File: config.mk
export PLATFORM = sky130hd
export DESIGN_NAME = mod_updown_counter
export DESIGN_NICKNAME = d
export VERILOG_FILES = /design/src/rtl/mod_counter_pkg.sv /design/src/rtl/cnt_prescaler.sv /design/src/rtl/mod_updown_counter.sv
export SDC_FILE = /design/constraint.sdc
export NUM_CORES = 1
export LEC_CHECK = 0
export CAP_MARGIN = 0
export CORE_MARGIN = 2
export CORE_UTILIZATION = 43
export DETAILED_ROUTE_END_ITERATION = 6
export HOLD_SLACK_MARGIN = 0.05
export PLACE_DENSITY = 0.79
export SLEW_MARGIN = 20
export SYNTH_ARGS = -nofsm -noshare
export SYNTH_HDL_FRONTEND = slang
export SYNTH_SLANG_ARGS = --single-unit
File: constraint.sdc
create_clock -name clk -period 1.6 [get_ports clk]
set_clock_uncertainty 0.05 [all_clocks]
set_input_delay 0.16 -clock clk [delete_from_list [all_inputs] [get_ports clk]]
set_output_delay 0.16 -clock clk [all_outputs]
set_load 0.02 [all_outputs]
File: src/rtl/mod_counter_pkg.sv
// Shared definitions for the modulo up/down counter family: direction
// encodings and the parameter-legality check evaluated at elaboration.
package mod_counter_pkg;

  localparam logic DIR_UP = 1'b1;
  localparam logic DIR_DN = 1'b0;

  // WIDTH is capped at 30 so that 2**WIDTH (the default MODULUS) still fits
  // in a signed 32-bit parameter without overflow.
  function automatic bit params_ok(input int width, input int modulus, input int prescale);
    int span;
    if (width < 1 || width > 30) begin
      return 1'b0;
    end
    span = 1 << width;
    return (modulus >= 2) && (modulus <= span) && (prescale >= 1);
  endfunction

endpackage

File: src/rtl/cnt_prescaler.sv
// Clock-enable prescaler: emits one tick every PRESCALE enabled cycles.
// en=0 freezes the phase; clr_i returns the phase to zero. With PRESCALE=1
// the block collapses to tick=en and holds no state.
module cnt_prescaler #(
  parameter int PRESCALE = 1
) (
  input  logic clk,
  input  logic reset,
  input  logic clr_i,
  input  logic en,
  output logic tick
);

  if (PRESCALE == 1) begin : g_bypass
    // Clock, reset and clear have no state to act on in the bypass case.
    logic unused_bypass;
    assign unused_bypass = &{1'b0, clk, reset, clr_i};
    assign tick = en;
  end else begin : g_div
    localparam int PW = $clog2(PRESCALE);
    localparam logic [PW-1:0] LAST = PW'(PRESCALE - 1);

    logic [PW-1:0] phase_q;
    logic [PW-1:0] phase_d;

    // Next phase: clear wins, otherwise advance on enabled cycles and fold at LAST.
    always_comb begin
      phase_d = phase_q;
      if (clr_i) begin
        phase_d = '0;
      end else if (en) begin
        phase_d = (phase_q == LAST) ? '0 : phase_q + PW'(1);
      end
    end

    // Phase register with asynchronous reset.
    always_ff @(posedge clk or posedge reset) begin
      if (reset) begin
        phase_q <= '0;
      end else begin
        phase_q <= phase_d;
      end
    end

    // Tick on the enabled cycle that completes the prescale period.
    assign tick = en && (phase_q == LAST);
  end

endmodule

File: src/rtl/mod_updown_counter.sv
// Parametrised modulo-N up/down counter with enable, synchronous clear,
// clamped parallel load, optional prescaler, combinational terminal count
// and a registered wrap pulse aligned with the post-wrap count.
// Build option: define MOD_COUNTER_SAT_EN to saturate at the range ends
// instead of wrapping (wrap then stays low).
module mod_updown_counter
  import mod_counter_pkg::*;
#(
  parameter int WIDTH    = 8,
  parameter int MODULUS  = 2 ** WIDTH,
  parameter int PRESCALE = 1
) (
  input  logic             clk,
  input  logic             reset,
  input  logic             clr,
  input  logic             en,
  input  logic             up_dn,
  input  logic             load,
  input  logic [WIDTH-1:0] load_val,
  output logic [WIDTH-1:0] count,
  output logic             tc,
  output logic             wrap
);

  if (!params_ok(WIDTH, MODULUS, PRESCALE)) begin : g_param_err
    $error("mod_updown_counter: illegal parameters WIDTH=%0d MODULUS=%0d PRESCALE=%0d",
           WIDTH, MODULUS, PRESCALE);
  end

  localparam logic [WIDTH-1:0] MAX_CNT = WIDTH'(MODULUS - 1);

  logic [WIDTH-1:0] count_q;
  logic [WIDTH-1:0] count_d;
  logic             wrap_q;
  logic             wrap_d;
  logic [WIDTH-1:0] load_clamped;
  logic             tick;

  // Both clear and load restart the prescale period so the next step is a
  // full period away.
  cnt_prescaler #(
    .PRESCALE(PRESCALE)
  ) u_prescaler (
    .clk  (clk),
    .reset(reset),
    .clr_i(clr | load),
    .en   (en),
    .tick (tick)
  );

  assign load_clamped = (load_val > MAX_CNT) ? MAX_CNT : load_val;

  // Next count and wrap: clr > load > step > hold. Range ends are detected by
  // comparison, never by natural overflow, so non-power-of-two moduli work.
  always_comb begin
    count_d = count_q;
    wrap_d  = 1'b0;
    if (clr) begin
      count_d = '0;
    end else if (load) begin
      count_d = load_clamped;
    end else if (tick) begin
      if (up_dn == DIR_UP) begin
        if (count_q == MAX_CNT) begin
`ifdef MOD_COUNTER_SAT_EN
          count_d = MAX_CNT;
`else
          count_d = '0;
          wrap_d  = 1'b1;
`endif
        end else begin
          count_d = count_q + WIDTH'(1);
        end
      end else begin
        if (count_q == '0) begin
`ifdef MOD_COUNTER_SAT_EN
          count_d = '0;
`else
          count_d = MAX_CNT;
          wrap_d  = 1'b1;
`endif
        end else begin
          count_d = count_q - WIDTH'(1);
        end
      end
    end
  end

  // Count and wrap registers with asynchronous reset.
  always_ff @(posedge clk or posedge reset) begin
    if (reset) begin
      count_q <= '0;
      wrap_q  <= 1'b0;
    end else begin
      count_q <= count_d;
      wrap_q  <= wrap_d;
    end
  end

  // Terminal count follows the current direction with no register delay.
  assign tc    = (up_dn == DIR_UP) ? (count_q == MAX_CNT) : (count_q == '0);
  assign count = count_q;
  assign wrap  = wrap_q;

endmodule

**Word level (Yosys, flattened, before mapping)**

Index checks and enable logic that the tools add are counted.

- Bits in latches: 0
- Memories kept: 0
- Memory bits (writable): 0
- Logic and storage cells: 22
- Flip-flop bits (word level): 9
- Input port bits: 14
- Bits in read-only memories: 0
- Output and inout port bits: 10

- Equality and inequality tests: 1
- Shift operators: 0
- Reduce and logical (&&, ||, !) cells: 2
- $add $sub $neg: 2
- Magnitude comparators: 1
- Div/mod/pow operators: 0
- Multiplexer cells: 14
- Bitwise logic cells: 0
- Multiply operators: 0

Operators by type and width:

| kind | number |
|---|---|
| $mux 8 | 7 |
| $add 8x1->8 const B | 1 |
| $eq 8x8->1 const B | 1 |
| $gt 8x8->1 const B | 1 |
| $logic_not 8->1 | 1 |
| $sub 8x1->8 const B | 1 |
| $mux 1 | 7 |
| $reduce_bool 3->1 | 1 |

**Logic depth before layout (Yosys ltp)**

Gate-level depths: netlist (run 1).

- Word-level depth: 6
- Gate-level depth with buffers: 6
- Gate-level depth less buffers: 6

**Hierarchy**

Synthesis (run 1) repeated with hierarchy kept, for this count alone.

- Cells, all modules: 118
- Area total of the unflattened synthesis: 898.4 µm²

By module, submodules not included:

| module | sequential area each (µm²) | area each (µm²) | times used | cells an instance |
|---|---|---|---|---|
| mod_updown_counter | 225.2 | 890.9 | 1 | 117 |
| cnt_prescaler | 0.0 | 7.5 | 1 | 1 |

**Worst setup path after synthesis (run 1)**

No wires, ideal clock.

- Path kind: reg2reg
- Start point: register count_q[0], in the netlist count[0]
- End point: register count_q[5], in the netlist count[5]
- Slack: -0.102 ns
- Data required time: 1.454 ns
- Library setup time: 0.096 ns
- Clock period less this slack: 1.702 ns
- Stages on the path, launching flop included: 6
- Buffers on the path: 0
- Arrival time: 1.556 ns
- Cell sequence: dfrtp_1 -> ha_1 -> nand4_1 -> a21oi_1 -> o41a_1 -> a311oi_2

- Word-level cells in the longest chain between the ends: 6
- Elaborated cells on any way between the ends: 10
- Those cells by class: 2 x add/sub; 1 x eq/ne; 6 x mux; 1 x reduce/logical

RTL lines:

| item | line | RTL |
|---|---|---|
| start, declared | mod_updown_counter.sv:32 | `logic [WIDTH-1:0] count_q;` |
| start signal, assigned | mod_updown_counter.sv:95 | `count_q <= count_d;` |
| $sub 8x1->8 (tied with other cells) | mod_updown_counter.sv:83 | `count_d = count_q - WIDTH'(1);` |
| $mux 8, on equally long branches | mod_updown_counter.sv:75, mod_updown_counter.sv:64 |  |
| $mux 8 * | mod_updown_counter.sv:63 | `if (up_dn == DIR_UP) begin` |
| $mux 8 * | mod_updown_counter.sv:62 | `end else if (tick) begin` |
| $mux 8 * | mod_updown_counter.sv:60 | `end else if (load) begin` |
| $mux 8 * | mod_updown_counter.sv:58 | `if (clr) begin` |

Every way passes the cells marked *; elsewhere a longest branch is shown, timed or not. The select of a mux whose other input is x is not followed.
A chain may end at the register's enable or synchronous reset.

**Final worst setup path (run 1)**

- Start point: register count_q[2], in the netlist count[2]
- End point: output tc

- Word-level cells in the longest chain between the ends: 2
- Elaborated cells on any way between the ends: 3
- Those cells by class: 1 x eq/ne; 1 x mux; 1 x reduce/logical

RTL lines:

| item | line | RTL |
|---|---|---|
| $eq 8x8->1 / $logic_not 8->1 (equally long branches) | mod_updown_counter.sv:101 | `assign tc = (up_dn == DIR_UP) ? (count_q == MAX_CNT) : (count_q == '0);` |
| $mux 1 * | mod_updown_counter.sv:101 |  |
| end, declared | mod_updown_counter.sv:21 | `output logic tc,` |

Every way passes the cells marked *; elsewhere a longest branch is shown, timed or not.

==> summary.txt, run 1 <==
Run status
  • Outcome: finished with violations
  • Failing checks: setup timing

GRT
  • Gr usage total: 0.310
  • Pin count of the biggest net entering global routing: 13
  • First-pass GRT wire length: 5750 um
  • Antenna violations before repair: 0
  • Grt total ovfl: 0
  • Vias in the first global route: ~1200

STA
  • RSZ-0062 raised after global routing: true
  • Pins over their slew limit: 0
  • Minimum clock period: 1.77 ns
  • Slew @ Worst Pin: 0.408 ns
  • Period utilization: 1.11
  • Achievable Freq: 0.564 GHz
  • Final Hold Slack: 0.112 ns
  • Setup TNS: -0.636 ns
  • Max-slew headroom: 0.728
  • Hold Vio Cnt, Final: 0
  • PnR worst setup slack: -0.172 ns
  • Setup Viol. Count Final: 7

Critical path
  • Setup crit start kind: flop
  • R2r endpoint: count[7]
  • CP Class: reg -> out
  • CP Depth: 4
  • Crit. Startpoint: count[2]
  • Crit. End Element: output port
  • Reg-to-reg startpoint: count[0]
  • Critical Path, Cell by Cell: nor4_4 -> and4b_1 -> a21o_1 -> buf_6
  • CP required: 1.39 ns
  • Reg2reg setup slack: -0.15 ns
  • Critical path buffers and inverters: 1
  • Critical Path Fanout Max: 2
  • FF-to-FF path depth: 5
  • Arr. time, crit path: ~1.6 ns
  • Top Family by Delay on Critical Path: simple AND/OR/NAND/NOR gates
  • Worst setup path endpoint: tc
  • Slowest stage cell, crit path: dfrtp_2
  • Delay of the slowest cell on the worst path: roughly 0.43 ns

Route
  • DR vias/cell: 6.55
  • Number of routed nets with antenna violations: 0
  • First DRT Iteration DRCs: between 150 and 200
  • Mean routed wirelength per cell: around 20 um
  • DR pass1 iterations: 5
  • Via count of the routed design: about 1300
  • Final WL: roughly 3900 um
  • Drc violations: 0

Power
  • Pwr Density: 627 nW/um^2
  • Power Total: roughly 0.97 mW
  • Leakage: 0.698 nW
  • Maximum VDD drop: between 0.0004 and 0.0005 V

Synth
  • Mapped cell area: around 900 um^2
  • Mapped Nets: approximately 130
  • Avg Cell Area, Syn: 8.02 um^2
  • Post-synth cell types: 40
  • Synth area leaders: dfrtp_1 25%, a21oi_1 6.1%, buf_2 4.5%
  • Synth area leader: dfrtp_1
  • Synth Register Bits: 9
  • Yosys warnings: 0
  • Synth cell count leaders: 11 x a21oi_1, 9 x dfrtp_1, 8 x buf_2
  • FFs w/ async S/R, synth: 1.00
  • Share of Yosys cell area claimed by the top area cell type: 0.251
  • Syn Inst Count: about 110
  • Most frequent cell after synthesis: a21oi_1
  • Post-synth EDFFs: 0
  • Sequential share of the synthesized area: 0.251
  • Top FF cell, synth: dfrtp_1

Floorplan
  • Core Footprint: just under 2000 um^2
  • Chip width: 49.7 um
  • Die height: approximately 50 um
  • I/O pin cnt: 24
  • Cell row count: 16
  • Die area: around 2500 um^2
  • Starting Density: 0.458

Finish
  • Fillers: 128
  • Final #Nets: 187
  • Area of the multi-input gates: 691 um^2
  • Area growth, synth to finish: 71.4%
  • Number of diodes: 0
  • Layout Cells excl Fill: 196
  • Sequential Area: between 200 and 250 um^2
  • Layout cell share with drive strength beyond 1: 0.391

CTS
  • CTS buffer count: 3
  • CTS Buffer Depth: 2
  • CTS sink count: 9
  • H-tree depth: 1
  • CTS root buf: clkbuf_4
  • Worst-skew pair later-pin latency: 0.28 ns
  • Clk slew on worst S/H paths: ~0.080 ns
  • CTS tree: yes
  • Post-CTS Hold Buffers: 0

Worst hold path
  • Worst hold path type: in -> async

Place
  • Placer congestion estimate: about 0.91
  • DP HPWL: ~2300 um
  • Buffers added on ports: 23
  • DP Cell Count: 186

Job
  • Max-cap viol count: 0
## worst min-delay path by stage
stage	to	slack [ns]	cells after the start
final	count[5]	0.11	2
after global routing	count[5]	0.16	2
after CTS	count[5]	0.11	2
after detailed placement	count[5]	0.42	2
after global placement	count[5]	0.41	2
after floorplan	count[4]	-0.06	1
## worst register-to-register path: cells and delay by family (launching register included)
kind / cells / cell delay (ns)
AOI/OAI and AO/OA: 2 / 0.25
buffers and inverters: 1 / 0.14
DFF: 1 / 0.44
and+or+nand+nor: 2 / 0.74
## where the power goes
part / internal [mW] / total (mW) / leakage [nW] / switching [mW]
clock network: 0.0967 / 0.205 / 0.0150 / 0.108
registers: 0.245 / 0.266 / 0.113 / 0.0208
logic: 0.246 / 0.496 / 0.569 / 0.249
## cells by family after synthesis
group                    share of synthesized area
AO/OA/AOI/OAI                                0.302
buffers and inverters                       0.0738
flip-flops                                   0.251
multiplexers                                0.0111
XOR/XNOR                                    0.0293
AND/OR/NAND/NOR                              0.291
adder cells (fa/ha/maj)                     0.0418
## routing by layer
metal	vias up	global-route usage	wire, um
met4	0	0.153	228
li1	535	-	-
met1	597	0.403	1360
met3	29	0.0121	434
met2	122	0.522	1840
met5	-	0	0
## cell type report
cell class | count | share of cell area
Timing Repair Buffer | 62 | 0.348
Tap cell | 27 | 0.0219
Inverter | 6 | 0.0146
Clock buffer | 4 | 0.0171
Multi-Input combinational cell | 88 | 0.448
Sequential cell | 9 | 0.149
## per-stage QoR
step                area [um^2]  setup slack [ns]  utilization
floorplan                   906         -0.000686            -
global placement           1370            -0.255        0.700
detailed placement         1370            -0.306        0.700
CTS                        1470            -0.145        0.747
global route               1540            -0.199        0.785
finish                     1540            -0.172        0.785
## state kept, by name (all words and copies together), names as in the netlist
register / cells
count: 8
wrap: 1
## repair_timing
action	4_1_cts	5_1_grt
gates resized for setup	22	11
setup endpoints to repair	11	12
pin swaps	5	1
buffers inserted	2	4
## layout by cell type (no fill, tap or decap), types with 5 or more instances in the layout
| cell type | Yosys | layout |
|---|---|---|
| clkdlybuf4s50_1 | 0 | 14 |
| o21ai_0 | 7 | 6 |
| nor2_1 | 7 | 5 |
| inv_1 | 6 | 6 |
| a21oi_1 | 11 | 11 |
| buf_6 | 0 | 5 |
| dfrtp_1 | 9 | 5 |
| nand2_1 | 5 | 5 |
| dlygate4sd2_1 | 0 | 6 |
| buf_4 | 0 | 35 |
(Power assumes the default switching activity.)
==> run 2, diff against run 1 <==
Settings changed: CORE_ASPECT_RATIO set to 0.8, SETUP_SLACK_MARGIN set to 0.05.
==> summary.txt, run 2 (synthesized netlist as in run 1, its figures left out) <==
Critical path
  • Slowest stage cell, crit path: dfrtp_2 (unchanged)
  • Arr. time, crit path: 1.86 ns (was 1.56 ns)
  • Crit. Startpoint: count[2] (unchanged)
  • Setup crit start kind: flop (unchanged)
  • Top Family by Delay on Critical Path: compound AO/OA/AOI/OAI gates (was simple AND/OR/NAND/NOR gates)
  • Reg-to-reg startpoint: count[2] (was count[0])
  • Critical path buffers and inverters: 2 (was 1)
  • CP Class: reg -> reg (was reg -> out)
  • Critical Path, Cell by Cell: buf_12 -> buf_8 -> and3_4 -> nor2_1 -> o41a_1 -> a311oi_2 (was nor4_4 -> and4b_1 -> a21o_1 -> buf_6)
  • Delay of the slowest cell on the worst path: 0.41 ns (was 0.43 ns)
  • Crit. End Element: flop (was output port)
  • CP required: 1.72 ns (was 1.39 ns)
  • Critical Path Fanout Max: 10 (was 2)

Route
  • DR vias/cell: 6.42 (was 6.55)
  • Drc violations: 0 (unchanged)
  • Via count of the routed design: 1272 (was 1283)
  • DR pass1 iterations: 6 (was 5)
  • Number of routed nets with antenna violations: 0 (unchanged)
  • Mean routed wirelength per cell: 20.6 um (was 19.7 um)
  • First DRT Iteration DRCs: 126 (was 159)
  • Final WL: 4080 um (was 3860 um)

CTS
  • Post-CTS Hold Buffers: 0 (unchanged)
  • H-tree depth: 1 (unchanged)
  • CTS buffer count: 3 (unchanged)
  • CTS sink count: 9 (unchanged)
  • CTS tree: yes (unchanged)
  • CTS Buffer Depth: 2 (unchanged)
  • Clk slew on worst S/H paths: 0.07 ns (was 0.08 ns)
  • CTS root buf: clkbuf_4 (unchanged)
  • Worst-skew pair later-pin latency: 0.28 ns (about the same)

STA
  • Max-slew headroom: 0.720 (was 0.728)
  • Period utilization: 1.08 (was 1.11)
  • Achievable Freq: 0.576 GHz (was 0.564 GHz)
  • Hold Vio Cnt, Final: 0 (unchanged)
  • Minimum clock period: 1.73 ns (was 1.77 ns)
  • Slew @ Worst Pin: 0.420 ns (was 0.408 ns)
  • RSZ-0062 raised after global routing: true (unchanged)
  • Setup Viol. Count Final: 6 (was 7)
  • Final Hold Slack: 0.126 ns (was 0.112 ns)
  • PnR worst setup slack: -0.135 ns (was -0.172 ns)
  • Pins over their slew limit: 0 (unchanged)

Finish
  • Number of diodes: 0 (unchanged)
  • Commonest non-fill, non-tap cells in the layout: 35 x buf_4, 14 x clkdlybuf4s50_1, 11 x a21oi_1, 8 x dlygate4sd2_1, 7 x buf_6 (was 35 x buf_4, 14 x clkdlybuf4s50_1, 11 x a21oi_1)
  • Max reg flops: 8 (unchanged)
  • Area growth, synth to finish: 85.0% (was 71.4%)
  • Commonest non-fill, non-tap cell in the layout: buf_4 (unchanged)
  • Layout cell share with drive strength beyond 1: 0.448 (was 0.391)
  • Final #Nets: 192 (was 187)

Floorplan
  • I/O pin cnt: 24 (unchanged)
  • Core Footprint: 1930 um^2 (was 1960 um^2)
  • Die area: 2470 um^2 (about the same)
  • Die height: 44.9 um (was 49.7 um)
  • Chip width: 55.1 um (was 49.7 um)
  • Cell row count: 14 (was 16)
  • Starting Density: 0.466 (was 0.458)

Run status
  • Failing checks: setup timing (unchanged)
  • Outcome: finished with violations (unchanged)

Place
  • Placer congestion estimate: 0.915 (was 0.911)
  • Buffers added on ports: 23 (unchanged)
  • DP HPWL: 2440 um (was 2300 um)
  • Place WS: -0.287 ns (was -0.306 ns)

Power
  • Maximum VDD drop: 0.000641 V (was 0.000441 V)
  • Leakage: 0.720 nW (was 0.698 nW)
  • Sequential Power Share: 0.264 (was 0.276)
  • Net switching power: 0.388 mW (was 0.378 mW)
  • Pint: 0.625 mW (was 0.588 mW)
  • Clk pwr share: 0.189 (was 0.212)
  • Net Sw Frac: 0.383 (was 0.391)
  • Pwr Density: 609 nW/um^2 (was 627 nW/um^2)
  • Comb power frac: 0.547 (was 0.513)

GRT
  • Pin count of the biggest net entering global routing: 13 (unchanged)
  • Vias in the first global route: 1198 (was 1153)
  • Gr usage total: 0.351 (was 0.310)
  • First-pass GRT wire length: 5890 um (was 5750 um)
  • Antenna violations before repair: 0 (unchanged)
  • Grt total ovfl: 0 (unchanged)

Worst hold path
  • Worst hold path type: in -> async (unchanged)

Job
  • Max-cap viol count: 0 (unchanged)
## run 2: cell types whose count changed in the layout (fill, tap and decap cells not counted), sizes merged
cell / change
buf: +5
dlymetal6s2s: -2
dlygate4sd2: +2
## run 2: path summary, 6_finish.rpt
path / to / slack, ns / cells after the start
setup / recovery: count[5] / -0.13 / 6
min in group clk: count[4] / 0.44 / 2
max in group asynchronous: count[0] / 1.06 / 2
hold / removal: count[5] / 0.13 / 2
hold reg to reg: count[7] / 0.77 / 4
setup reg to reg: count[5] / -0.13 / 6
## run 2: cell type report
| type | count | area (um^2) |
|---|---|---|
| well taps | 24 | 30.0 |
| multi-input cells | 88 | 749 |
| clock buffers | 4 | 26.3 |
| fillers | 107 | 265 |
| inverters | 6 | 22.5 |
| repair buffers | 67 | 602 |
| flip-flops and latches | 9 | 231 |
## run 2: routing by layer
layer,GRT usage,vias to the layer above,wire length [um]
li1,-,540,-
met3,0.0828,34,447
met5,0,-,0
met2,0.569,122,1840
met1,0.446,576,1540
met4,0.146,0,243
## run 2: repair_timing
action	in CTS	in global routing
gates resized for setup	32	17
setup buffers	5	6
setup endpoints to repair	14	9
pin swaps	9	7
gates cloned	0	0
## run 2: worst reg2reg max path: stages, from the launching register on
cell and delay (ns):
dfrtp_2 0.41, buf_12 0.13, buf_8 0.14, and3_4 0.22, nor2_1 0.05, o41a_1 0.37, a311oi_2 0.27
## run 2: power groups by stage
stage / Clock, mW / Sequential (mW) / Combinational, mW
global route: 0.207 / 0.268 / 0.582
global placement: 0 / 0.270 / 0.411
detailed placement: 0 / 0.272 / 0.417
CTS: 0.187 / 0.266 / 0.470
finish: 0.192 / 0.267 / 0.554
floorplan: 0 / 0.292 / 0.195
## run 2: metrics by stage
step / setup TNS (ns) / cell area [um^2] / power, mW / cells / util
2_1_floorplan: 0 / 926 / 0.488 / 112 / -
3_5_place_dp: -1.23 / 1410 / 0.689 / 184 / 0.731
3_3_place_gp: -1.16 / 1410 / 0.681 / 184 / 0.731
6_report: -0.587 / 1660 / 1.01 / 198 / 0.862
4_1_cts: -0.442 / 1550 / 0.923 / 193 / 0.802
5_1_grt: -0.987 / 1660 / 1.06 / 198 / 0.862
==> run 3, diff against run 2 <==
Settings changed: CAP_MARGIN 0 to not set, CORE_MARGIN 2 to not set.
==> summary.txt, run 3 (synthesized netlist as in run 1, its figures left out) <==
Critical path
  • CP Class: reg -> reg (unchanged)
  • Crit. Startpoint: count[1] (was count[2])
  • Setup crit start kind: flop (unchanged)
  • CP required: 1.69 ns (was 1.72 ns)
  • R2r endpoint: count[7] (was count[5])
  • Reg2reg setup slack: -0.19 ns (was -0.13 ns)
  • Worst setup path endpoint: count[7] (was count[5])
  • Crit. End Element: flop (unchanged)
  • Arr. time, crit path: 1.88 ns (was 1.86 ns)
  • Critical Path Fanout Max: 3 (was 10)
  • Reg-to-reg startpoint: count[1] (was count[2])
  • FF-to-FF path depth: 5 (was 6)

Route
  • First DRT Iteration DRCs: 63 (was 126)
  • Mean routed wirelength per cell: 17.1 um (was 20.6 um)
  • DR pass1 iterations: 5 (was 6)
  • Number of routed nets with antenna violations: 0 (unchanged)
  • Via count of the routed design: 1190 (was 1272)
  • Final WL: 3380 um (was 4080 um)
  • DR vias/cell: 6.04 (was 6.42)
  • Drc violations: 0 (unchanged)

Finish
  • Layout cell share with drive strength beyond 1: 0.422 (was 0.448)
  • Max reg flops: 8 (unchanged)
  • Area growth, synth to finish: 78.0% (was 85.0%)
  • Commonest non-fill, non-tap cell in the layout: buf_4 (unchanged)
  • Number of diodes: 0 (unchanged)
  • Commonest non-fill, non-tap cells in the layout: 35 x buf_4, 14 x clkdlybuf4s50_1, 11 x a21oi_1, 9 x buf_6 (was 35 x buf_4, 14 x clkdlybuf4s50_1, 11 x a21oi_1, 8 x dlygate4sd2_1, 7 x buf_6)
  • Post-Layout Inst Area: 1600 um^2 (was 1660 um^2)
  • Final #Nets: 191 (was 192)

STA
  • Pins over their slew limit: 0 (unchanged)
  • Minimum clock period: 1.79 ns (was 1.73 ns)
  • Hold Vio Cnt, Final: 0 (unchanged)
  • Setup Viol. Count Final: 7 (was 6)
  • PnR worst setup slack: -0.193 ns (was -0.135 ns)
  • Period utilization: 1.12 (was 1.08)
  • Achievable Freq: 0.558 GHz (was 0.576 GHz)
  • Slew @ Worst Pin: 0.383 ns (was 0.420 ns)
  • RSZ-0062 raised after global routing: true (unchanged)
  • Max-slew headroom: 0.741 (was 0.720)

Floorplan
  • Chip width: 53.1 um (was 55.1 um)
  • Die area: 2280 um^2 (was 2470 um^2)
  • Starting Density: 0.466 (unchanged)
  • Die height: 42.9 um (was 44.9 um)
  • Core Footprint: 1930 um^2 (unchanged)
  • Cell row count: 14 (unchanged)
  • I/O pin cnt: 24 (unchanged)

Run status
  • Outcome: finished with violations (unchanged)
  • Failing checks: setup timing (unchanged)

Power
  • Leakage: 0.699 nW (was 0.720 nW)
  • Pwr Density: 605 nW/um^2 (was 609 nW/um^2)
  • Power Total: 0.968 mW (was 1.01 mW)
  • Maximum VDD drop: 0.000444 V (was 0.000641 V)

Job
  • Max-cap viol count: 0 (unchanged)

GRT
  • Grt total ovfl: 0 (unchanged)
  • Vias in the first global route: 1055 (was 1198)
  • First-pass GRT wire length: 5060 um (was 5890 um)
  • Pin count of the biggest net entering global routing: 13 (unchanged)
  • Gr usage total: 0.319 (was 0.351)
  • Antenna violations before repair: 0 (unchanged)

CTS
  • CTS root buf: clkbuf_4 (unchanged)
  • Worst-skew pair later-pin latency: 0.27 ns (was 0.28 ns)
  • Clk slew on worst S/H paths: 0.07 ns (about the same)
  • CTS buffer count: 3 (unchanged)
  • CTS sink count: 9 (unchanged)
  • H-tree depth: 1 (unchanged)
  • CTS tree: yes (unchanged)
  • CTS Buffer Depth: 2 (unchanged)

Place
  • Placer congestion estimate: 0.895 (was 0.915)
  • DP Area: 1400 um^2 (was 1410 um^2)
  • Buffers added on ports: 23 (unchanged)
  • DP HPWL: 2280 um (was 2440 um)

Worst hold path
  • Worst hold path type: in -> async (unchanged)
[run 3: routing by layer]
| metal | GRT usage | up-vias | share of wire |
|---|---|---|---|
| li1 | - | 544 | - |
| met1 | 0.410 | 546 | 0.40 |
| met2 | 0.532 | 84 | 0.47 |
| met3 | 0.0466 | 16 | 0.093 |
| met4 | 0.116 | 0 | 0.041 |
| met5 | 0 | - | 0 |
[run 3: where the power goes]
| part | internal [mW] | switching (mW) |
|---|---|---|
| logic | 0.267 | 0.246 |
| registers | 0.246 | 0.0219 |
| clock network | 0.0965 | 0.0904 |
[run 3: timing repair]
action | CTS | global route
hold buffers | 0 | 0
setup buffers | 5 | 3
endpoints found under the setup margin | 15 | 9
pin swaps | 7 | 6
resized for setup | 29 | 14
[run 3: worst min-delay path by stage]
| stage | from | to | slack, ns |
|---|---|---|---|
| 2_1_floorplan | reset | count[4] | -0.06 |
| 3_3_place_gp | reset | count[4] | 0.41 |
| 3_5_place_dp | reset | count[4] | 0.41 |
| 4_1_cts | reset | count[5] | 0.12 |
| 5_1_grt | reset | count[5] | 0.15 |
| 6_report | reset | count[5] | 0.12 |
[run 3: per-stage QoR]
| step | setup WS, ns | hold WS [ns] | TNS (ns) | util | instances |
|---|---|---|---|---|---|
| floorplan | 0.00865 | -0.0624 | 0 | - | 112 |
| global placement | -0.263 | 0.410 | -0.774 | 0.728 | 185 |
| detailed placement | -0.313 | 0.411 | -1.07 | 0.728 | 185 |
| CTS | -0.161 | 0.125 | -0.513 | 0.795 | 194 |
| global route | -0.237 | 0.148 | -1.16 | 0.830 | 197 |
| finish | -0.193 | 0.119 | -0.753 | 0.830 | 197 |
[run 3: worst max-delay path: stages, from the launching register on]
cell and delay, ns:
dfrtp_2 0.44, buf_6 0.13, or4_4 0.58, nor4_4 0.19
o311a_1 0.19, a31oi_1 0.08
[run 3: final cells by class]
type / instances / area (um^2)
Tap cell: 24 / 30.0
Fill cell: 110 / 328
Sequential cell: 9 / 231
Inverter: 6 / 22.5
Clock buffer: 4 / 26.3
Timing Repair Buffer: 66 / 576
Multi-Input combinational cell: 88 / 713
